$ cat config.mk
export PLATFORM = sky130hd
export DESIGN_NAME = v_pipe_update_cmp_pl_flat
export DESIGN_NICKNAME = d
export VERILOG_FILES = /design/src/rtl/v_pipe_update_cmp_pl_if.sv /design/src/rtl/v_pipe_update_cmp_pl.sv /design/src/flat_wrapper.sv
export SDC_FILE = /design/constraint.sdc
export NUM_CORES = 1
export LEC_CHECK = 0
export ABC_AREA = 1
export CORE_MARGIN = 5
export CORE_UTILIZATION = 47
export DETAILED_ROUTE_END_ITERATION = 8
export GPL_TIMING_DRIVEN = 1
export HOLD_SLACK_MARGIN = 0.15
export PLACE_DENSITY_LB_ADDON = 0.12
export SLEW_MARGIN = 20
export SYNTH_ARGS = -nofsm -noshare
export SYNTH_HDL_FRONTEND = slang
export SYNTH_SLANG_ARGS = --single-unit
$ cat constraint.sdc
create_clock -name clk -period 13.1 [get_ports clk]
set_input_delay 3.93 -clock clk [delete_from_list [all_inputs] [get_ports clk]]
set_output_delay 3.93 -clock clk [all_outputs]
set_load 0.01 [all_outputs]
$ cat src/rtl/v_pipe_update_cmp_pl_if.sv
`default_nettype none
// +--------------------------------------------------------------------------+
// | v_pipe_update_cmp_pl_if                                                  |
// | Command / response bundle for the pipelined update-stage key comparator. |
// | Rev 1.0 - initial release                                                |
// +--------------------------------------------------------------------------+
interface v_pipe_update_cmp_pl_if #(
  parameter int ENTRIES_N = 8,
  parameter int KEY_W     = 32,
  parameter int CTX_W     = 8,
  parameter int IDX_W     = $clog2(ENTRIES_N + 1)
);
  logic                         i_cmd_vld;
  logic                         o_cmd_rdy;
  logic [KEY_W-1:0]             i_cmd_key;
  logic [CTX_W-1:0]             i_cmd_ctx;
  logic [ENTRIES_N-1:0]         i_stcur_vld;
  logic [ENTRIES_N*KEY_W-1:0]   i_stcur_keys;
  logic                         i_flush;
  logic                         o_rsp_vld;
  logic                         i_rsp_rdy;
  logic [CTX_W-1:0]             o_rsp_ctx;
  logic                         o_rsp_hit;
  logic                         o_rsp_full;
  logic [ENTRIES_N-1:0]         o_rsp_sel;
  logic [ENTRIES_N-1:0]         o_rsp_mask;
  logic [IDX_W-1:0]             o_rsp_pos;
  logic [IDX_W-1:0]             o_rsp_hit_idx;
  logic                         o_rsp_dup;

  modport master (
    output i_cmd_vld, i_cmd_key, i_cmd_ctx, i_stcur_vld, i_stcur_keys,
           i_flush, i_rsp_rdy,
    input  o_cmd_rdy, o_rsp_vld, o_rsp_ctx, o_rsp_hit, o_rsp_full,
           o_rsp_sel, o_rsp_mask, o_rsp_pos, o_rsp_hit_idx, o_rsp_dup
  );

  modport slave (
    input  i_cmd_vld, i_cmd_key, i_cmd_ctx, i_stcur_vld, i_stcur_keys,
           i_flush, i_rsp_rdy,
    output o_cmd_rdy, o_rsp_vld, o_rsp_ctx, o_rsp_hit, o_rsp_full,
           o_rsp_sel, o_rsp_mask, o_rsp_pos, o_rsp_hit_idx, o_rsp_dup
  );
endinterface
`default_nettype wire

$ cat src/rtl/v_pipe_update_cmp_pl.sv
`default_nettype none
// +--------------------------------------------------------------------------+
// | v_pipe_update_cmp_pl                                                     |
// | Two-stage key comparator: match vector, ordered mask, position, hit idx. |
// | Rev 1.0 - initial release                                                |
// +--------------------------------------------------------------------------+
module v_pipe_update_cmp_pl #(
  parameter int ENTRIES_N    = 8,
  parameter int KEY_W        = 32,
  parameter int CTX_W        = 8,
  parameter int IS_BID_TABLE = 1,
  parameter int IDX_W        = $clog2(ENTRIES_N + 1)
) (
  input  logic                  clk,
  input  logic                  arst,
  v_pipe_update_cmp_pl_if.slave bus
);

  // Pipeline control
  logic w_s2_free;
  logic w_s1_free;
  logic w_s1_adv;
  logic w_accept;

  logic r_s1_vld;
  logic r_s2_vld;

  // S1 captured command and snapshot
  logic [KEY_W-1:0]           r_s1_key;
  logic [CTX_W-1:0]           r_s1_ctx;
  logic [ENTRIES_N-1:0]       r_s1_ent_vld;
  logic [ENTRIES_N*KEY_W-1:0] r_s1_keys;

  // S1 compare results
  logic [ENTRIES_N-1:0] w_eq;
  logic [ENTRIES_N-1:0] w_ord;
  logic [ENTRIES_N-1:0] w_sel;
  logic [ENTRIES_N-1:0] w_mask;
  logic                 w_hit;
  logic                 w_full;

  // Encoded results feeding S2
  logic [IDX_W-1:0]     w_pos;
  logic [IDX_W-1:0]     w_hit_idx;
  logic                 w_dup;

  // S2 registered results
  logic [CTX_W-1:0]     r_s2_ctx;
  logic                 r_s2_hit;
  logic                 r_s2_full;
  logic [ENTRIES_N-1:0] r_s2_sel;
  logic [ENTRIES_N-1:0] r_s2_mask;
  logic [IDX_W-1:0]     r_s2_pos;
  logic [IDX_W-1:0]     r_s2_hit_idx;
  logic                 r_s2_dup;

  assign w_s2_free     = !r_s2_vld | bus.i_rsp_rdy;
  assign w_s1_adv      = r_s1_vld & w_s2_free;
  assign w_s1_free     = !r_s1_vld | w_s2_free;
  assign bus.o_cmd_rdy = !arst & !bus.i_flush & w_s1_free;
  assign w_accept      = bus.i_cmd_vld & bus.o_cmd_rdy;

  always_ff @(posedge clk or posedge arst) begin
    if (arst) begin
      r_s1_vld <= 1'b0;
      r_s2_vld <= 1'b0;
    end else if (bus.i_flush) begin
      r_s1_vld <= 1'b0;
      r_s2_vld <= 1'b0;
    end else begin
      if (w_s1_free) begin
        r_s1_vld <= bus.i_cmd_vld;
      end
      if (w_s2_free) begin
        r_s2_vld <= r_s1_vld;
      end
    end
  end

  // Payload registers carry no reset; outputs are gated by the stage valid.
  always_ff @(posedge clk) begin
    if (w_accept) begin
      r_s1_key     <= bus.i_cmd_key;
      r_s1_ctx     <= bus.i_cmd_ctx;
      r_s1_ent_vld <= bus.i_stcur_vld;
      r_s1_keys    <= bus.i_stcur_keys;
    end
    if (w_s1_adv) begin
      r_s2_ctx     <= r_s1_ctx;
      r_s2_hit     <= w_hit;
      r_s2_full    <= w_full;
      r_s2_sel     <= w_sel;
      r_s2_mask    <= w_mask;
      r_s2_pos     <= w_pos;
      r_s2_hit_idx <= w_hit_idx;
      r_s2_dup     <= w_dup;
    end
  end

  generate
    for (genvar gi = 0; gi < ENTRIES_N; gi++) begin : g_ent
      logic [KEY_W-1:0] w_ent_key;
      assign w_ent_key = r_s1_keys[gi*KEY_W +: KEY_W];
      assign w_eq[gi]  = (w_ent_key == r_s1_key);
      if (IS_BID_TABLE != 0) begin : g_bid
        assign w_ord[gi] = (w_ent_key > r_s1_key);
      end else begin : g_ask
        assign w_ord[gi] = (w_ent_key < r_s1_key);
      end
      assign w_sel[gi]  = r_s1_ent_vld[gi] & w_eq[gi];
      assign w_mask[gi] = r_s1_ent_vld[gi] & (w_eq[gi] | w_ord[gi]);
    end
  endgenerate

  assign w_hit  = |w_sel;
  assign w_full = &r_s1_ent_vld;
  assign w_dup  = |(w_sel & (w_sel - ENTRIES_N'(1)));

  always_comb begin
    w_pos = '0;
    for (int i = 0; i < ENTRIES_N; i++) begin
      w_pos = w_pos + IDX_W'(w_mask[i]);
    end
  end

  // Scanning downward leaves the lowest matching index in the result.
  always_comb begin
    w_hit_idx = '0;
    for (int i = ENTRIES_N - 1; i >= 0; i--) begin
      if (w_sel[i]) begin
        w_hit_idx = IDX_W'(i);
      end
    end
  end

  assign bus.o_rsp_vld     = r_s2_vld;
  assign bus.o_rsp_ctx     = r_s2_vld ? r_s2_ctx     : '0;
  assign bus.o_rsp_hit     = r_s2_vld ? r_s2_hit     : 1'b0;
  assign bus.o_rsp_full    = r_s2_vld ? r_s2_full    : 1'b0;
  assign bus.o_rsp_sel     = r_s2_vld ? r_s2_sel     : '0;
  assign bus.o_rsp_mask    = r_s2_vld ? r_s2_mask    : '0;
  assign bus.o_rsp_pos     = r_s2_vld ? r_s2_pos     : '0;
  assign bus.o_rsp_hit_idx = r_s2_vld ? r_s2_hit_idx : '0;
  assign bus.o_rsp_dup     = r_s2_vld ? r_s2_dup     : 1'b0;

endmodule
`default_nettype wire

$ cat src/flat_wrapper.sv
// flat-port wrapper written by rule: the top's interface ports become plain ports
module v_pipe_update_cmp_pl_flat 
#(
  parameter int ENTRIES_N    = 8,
  parameter int KEY_W        = 32,
  parameter int CTX_W        = 8,
  parameter int IS_BID_TABLE = 1,
  parameter int IDX_W        = $clog2(ENTRIES_N + 1)
)
  (clk, arst, bus_i_cmd_vld, bus_i_cmd_key, bus_i_cmd_ctx, bus_i_stcur_vld, bus_i_stcur_keys, bus_i_flush, bus_i_rsp_rdy, bus_o_cmd_rdy, bus_o_rsp_vld, bus_o_rsp_ctx, bus_o_rsp_hit, bus_o_rsp_full, bus_o_rsp_sel, bus_o_rsp_mask, bus_o_rsp_pos, bus_o_rsp_hit_idx, bus_o_rsp_dup);
  v_pipe_update_cmp_pl_if #(.ENTRIES_N(ENTRIES_N), .KEY_W(KEY_W), .CTX_W(CTX_W), .IDX_W(IDX_W)) bus_i ();
  input  logic clk;
  input  logic arst;
  input wire logic [$bits(bus_i.i_cmd_vld)-1:0] bus_i_cmd_vld;
  input wire logic [$bits(bus_i.i_cmd_key)-1:0] bus_i_cmd_key;
  input wire logic [$bits(bus_i.i_cmd_ctx)-1:0] bus_i_cmd_ctx;
  input wire logic [$bits(bus_i.i_stcur_vld)-1:0] bus_i_stcur_vld;
  input wire logic [$bits(bus_i.i_stcur_keys)-1:0] bus_i_stcur_keys;
  input wire logic [$bits(bus_i.i_flush)-1:0] bus_i_flush;
  input wire logic [$bits(bus_i.i_rsp_rdy)-1:0] bus_i_rsp_rdy;
  output wire logic [$bits(bus_i.o_cmd_rdy)-1:0] bus_o_cmd_rdy;
  output wire logic [$bits(bus_i.o_rsp_vld)-1:0] bus_o_rsp_vld;
  output wire logic [$bits(bus_i.o_rsp_ctx)-1:0] bus_o_rsp_ctx;
  output wire logic [$bits(bus_i.o_rsp_hit)-1:0] bus_o_rsp_hit;
  output wire logic [$bits(bus_i.o_rsp_full)-1:0] bus_o_rsp_full;
  output wire logic [$bits(bus_i.o_rsp_sel)-1:0] bus_o_rsp_sel;
  output wire logic [$bits(bus_i.o_rsp_mask)-1:0] bus_o_rsp_mask;
  output wire logic [$bits(bus_i.o_rsp_pos)-1:0] bus_o_rsp_pos;
  output wire logic [$bits(bus_i.o_rsp_hit_idx)-1:0] bus_o_rsp_hit_idx;
  output wire logic [$bits(bus_i.o_rsp_dup)-1:0] bus_o_rsp_dup;
  assign bus_i.i_cmd_vld = bus_i_cmd_vld;
  assign bus_i.i_cmd_key = bus_i_cmd_key;
  assign bus_i.i_cmd_ctx = bus_i_cmd_ctx;
  assign bus_i.i_stcur_vld = bus_i_stcur_vld;
  assign bus_i.i_stcur_keys = bus_i_stcur_keys;
  assign bus_i.i_flush = bus_i_flush;
  assign bus_i.i_rsp_rdy = bus_i_rsp_rdy;
  assign bus_o_cmd_rdy = bus_i.o_cmd_rdy;
  assign bus_o_rsp_vld = bus_i.o_rsp_vld;
  assign bus_o_rsp_ctx = bus_i.o_rsp_ctx;
  assign bus_o_rsp_hit = bus_i.o_rsp_hit;
  assign bus_o_rsp_full = bus_i.o_rsp_full;
  assign bus_o_rsp_sel = bus_i.o_rsp_sel;
  assign bus_o_rsp_mask = bus_i.o_rsp_mask;
  assign bus_o_rsp_pos = bus_i.o_rsp_pos;
  assign bus_o_rsp_hit_idx = bus_i.o_rsp_hit_idx;
  assign bus_o_rsp_dup = bus_i.o_rsp_dup;
  v_pipe_update_cmp_pl #(.ENTRIES_N(ENTRIES_N), .KEY_W(KEY_W), .CTX_W(CTX_W), .IS_BID_TABLE(IS_BID_TABLE), .IDX_W(IDX_W)) u_core (.clk(clk), .arst(arst), .bus(bus_i));
endmodule
==> results.sh <==
export IMPL_setup_violations=0
export IMPL_fillers=2753
export IMPL_cpMostUsedCell="inv_1"
export IMPL_synth_largest_area_cell="edfxtp_1"
export IMPL_grt_pass1_wl_um=61500
export IMPL_worst_r2r_path_depth=19
export IMPL_nets=2293
export IMPL_max_slew_margin_pct=31.6
export IMPL_crit_chain="clkdlybuf4s50_1 > inv_1 > nand2_1 > nor2_1 > inv_1 > nand2_1 > inv_1 > clkdlybuf4s50_1"
export IMPL_drt_antenna_violating_nets=0
export IMPL_clock_skew_ps=14.2
export IMPL_multi_input_area_sq_um=6120
export IMPL_clockBufferDepth=3
export IMPL_synth_seq_area_share_pct=60.9
export IMPL_vias=11243
export IMPL_drc=0
export IMPL_r2r_end="u_core.r_s2_pos[1]$_DFFE_PP_"
export IMPL_max_slew_worst_pin_slew_ps=1020
export IMPL_crit_fanout=2
export IMPL_overflow=0
export IMPL_finalHoldViolCount=0
export IMPL_leakagePower_uw=0.00888
export IMPL_clk_pin_slew_ps=50
export IMPL_outcome="finished clean"
export IMPL_vias_per_cell=5.07
export IMPL_peakVddDrop_uv=106
export IMPL_postRouteWirelength_um=41700
export IMPL_max_cap_violations=0
export IMPL_cpMaxStageDelayCell="clkdlybuf4s50_1"
export IMPL_crit_path_start_kind="primary input"
export IMPL_drive_gt1_share_pct=5.71
export IMPL_max_freq_mhz=108
export IMPL_start_util_pct=47.3
export IMPL_die_y_um=199
export IMPL_crit_cells=8
export IMPL_gp_congestion=0.843
export IMPL_rsz0062_at_grt="false"
export IMPL_cts_resized=0
export IMPL_die_area_sq_um=39500
export IMPL_holdPathStages=0
export IMPL_clk_latency_ps=540
export IMPL_grt_max_degree=81
export IMPL_required_ps=9170
export IMPL_period_share_pct=70.8
export IMPL_post_drt_wl_per_cell_um=18.8
export IMPL_dp_hpwl_um=32600
export IMPL_synth_top_area_share_pct=60.6
export IMPL_hold_class="flip-flop to flip-flop"
export IMPL_period_needed_ps=9280
export IMPL_path_buf_inv=5
export IMPL_syn_nets=1910
export IMPL_cts_buffers_inserted=38
export IMPL_ctsHoldBuffers=0
export IMPL_final_area_sq_um=22000
export IMPL_io_buffers=344
export IMPL_critical_path_class="primary input to output port"
export IMPL_crit_arrival_ps=5350
export IMPL_ys_seq_elements=340
export IMPL_ys_warnings_count=0
export IMPL_p_per_area_nw_per_um2=113
export IMPL_end_kind="output port"
export IMPL_p_total_uw=2490
export IMPL_synthCells=1338
export IMPL_worstReg2RegStart="u_core.r_s1_key[7]$_DFFE_PP_"
export IMPL_timing_critical_path_from="bus_i_rsp_rdy"
export IMPL_drv_slew=0
export IMPL_die_x_um=199
export IMPL_clock_sinks=340
export IMPL_regArea_sq_um=10200
export IMPL_avgSynthCellArea_sq_um=12.5
export IMPL_rows=69
export IMPL_area_delta_synth_final_pct=31.4
export IMPL_antenna_found_initial=9
export IMPL_first_iter_violations=551
export IMPL_ys_types=26
export IMPL_cts_tree="done"
export IMPL_crit_end="bus_o_cmd_rdy"
export IMPL_setup_tns_ps=0
export IMPL_syn_area_sq_um=16800
export IMPL_critical_path_top_delay_family="buffers and inverters"
export IMPL_dr_pass1_iters=5
export IMPL_grt_pass1_vias=11595
export IMPL_critPathMaxStageDelay_ps=470
export IMPL_post_cts_buffers=0
export IMPL_core_area_sq_um=35400
export IMPL_ios=346
export IMPL_htreeDepth=2
export IMPL_regToRegSetupSlack_ps=8530
export IMPL_grt_usage_pct=20.7
export IMPL_cts_root_buf="clkbuf_16"
export IMPL_placed_area_sq_um=20800
export IMPL_ys_top_cells_by_area="edfxtp_1 (61%), ha_1 (19%), nand2_1 (5.6%), a21oi_1 (4.7%), inv_1 (2.6%)"
-- metrics by stage --
stage | cells | utilization, % | hold WS [ps] | worst slack, ps
after global placement | 2142 | 58.8 | 401 | 3840
after floorplan | 1338 | - | 400 | 519
after CTS | 2211 | 62.2 | 419 | 3820
after detailed placement | 2142 | 58.8 | 412 | 3830
final | 2217 | 62.2 | 412 | 3820
after global routing | 2216 | 62.2 | 437 | 3730
-- synth_stat cells --
cell type / n
a211oi_1: 2
a21oi_1: 156
a21oi_2: 1
buf_4: 1
clkbuf_1: 4
conb_1: 1
dfrtp_1: 2
edfxtp_1: 338
fa_1: 4
ha_1: 259
inv_1: 115
inv_2: 2
nand2_1: 249
nand2_2: 5
nand3_2: 7
nand3b_1: 1
nand4_1: 3
nor2_1: 95
nor2_2: 22
nor2_4: 3
nor3b_1: 1
o2111ai_1: 7
o211ai_1: 1
o21ai_0: 57
o2bb2ai_1: 1
xnor2_1: 1
-- worst min-delay path by stage --
stage,slack [ps],start,endpoint
2_1_floorplan,400,u_core.r_s1_ctx[0]$_DFFE_PP_,u_core.r_s2_ctx[0]$_DFFE_PP_
3_3_place_gp,400,u_core.r_s1_ctx[7]$_DFFE_PP_,u_core.r_s2_ctx[7]$_DFFE_PP_
3_5_place_dp,410,u_core.r_s1_ctx[7]$_DFFE_PP_,u_core.r_s2_ctx[7]$_DFFE_PP_
4_1_cts,420,u_core.r_s1_ctx[3]$_DFFE_PP_,u_core.r_s2_ctx[3]$_DFFE_PP_
5_1_grt,440,u_core.r_s1_ctx[2]$_DFFE_PP_,u_core.r_s2_ctx[2]$_DFFE_PP_
6_report,410,u_core.r_s1_ctx[3]$_DFFE_PP_,u_core.r_s2_ctx[3]$_DFFE_PP_
-- cell usage in the layout, fill, tap and decap left out, types with 3 or more instances in the layout --
cell and instances:
a21oi_1 155, nand3_2 7, o2111ai_1 7, clkinv_2 8, clkbuf_1 7, inv_1 115
clkinv_1 8, edfxtp_1 338, nand2_2 5, nand4_1 3, clkdlybuf4s50_1 344, buf_4 4
ha_1 259, diode_2 6, clkbuf_16 41, o21ai_0 57, nor2_1 94, fa_1 4
nor2_2 22, nor2_4 4, nand2_1 249
-- flip-flops by register name, indices dropped and copies added (netlist names) --
| name | cells |
|---|---|
| u_core.r_s1_keys | 256 |
| u_core.r_s1_ent_vld | 8 |
| u_core.r_s2_full | 1 |
| u_core.r_s2_hit_idx | 3 |
| u_core.bus.o_rsp_vld | 1 |
| u_core.r_s1_key | 32 |
| u_core.r_s2_pos | 4 |
| u_core.r_s2_sel | 8 |
| u_core.r_s2_hit | 1 |
| u_core.r_s1_ctx | 8 |
| u_core.r_s2_dup | 1 |
| u_core.r_s2_mask | 8 |
| u_core.r_s1_vld | 1 |
| u_core.r_s2_ctx | 8 |
-- layer usage --
| metal | global-route usage (%) | wire length, um | vias to the layer above |
|---|---|---|---|
| li1 | - | - | 5583 |
| met3 | 4.22 | 2690 | 95 |
| met4 | 9.35 | 1650 | 8 |
| met1 | 25.7 | 16800 | 5204 |
| met2 | 35.1 | 20500 | 353 |
| met5 | 0 | 62 | - |
-- cells by family after synthesis --
logic type                 share of synthesized area (%)
AOI/OAI and AO/OA                                   6.97
and+or+nand+nor                                     9.53
DFF                                                 60.9
buffers and inverters                               2.75
xor gates and xnor gates                          0.0523
other                                             0.0224
adders and majority gates                           19.8
-- power breakdown --
group / total [uW] / internal [uW] / leakage [uW] / switching (uW)
Combinational: 226 / 125 / 0.00513 / 100
Sequential: 1250 / 1240 / 0.00316 / 12.2
Clock: 1010 / 599 / 0.000586 / 416
Total: 2490 / 1960 / 0.00888 / 529
-- final cells by class --
class	count	share of cell area, %
flip-flops and latches	340	46.3
multi-input cells	876	27.8
repair buffers	348	15.8
clock buffers	50	4.90
well taps	461	2.62
inverters	117	1.99
clock inverters	19	0.523
diodes	6	0.0682
Note: power is estimated with default switching activity, not from simulation.
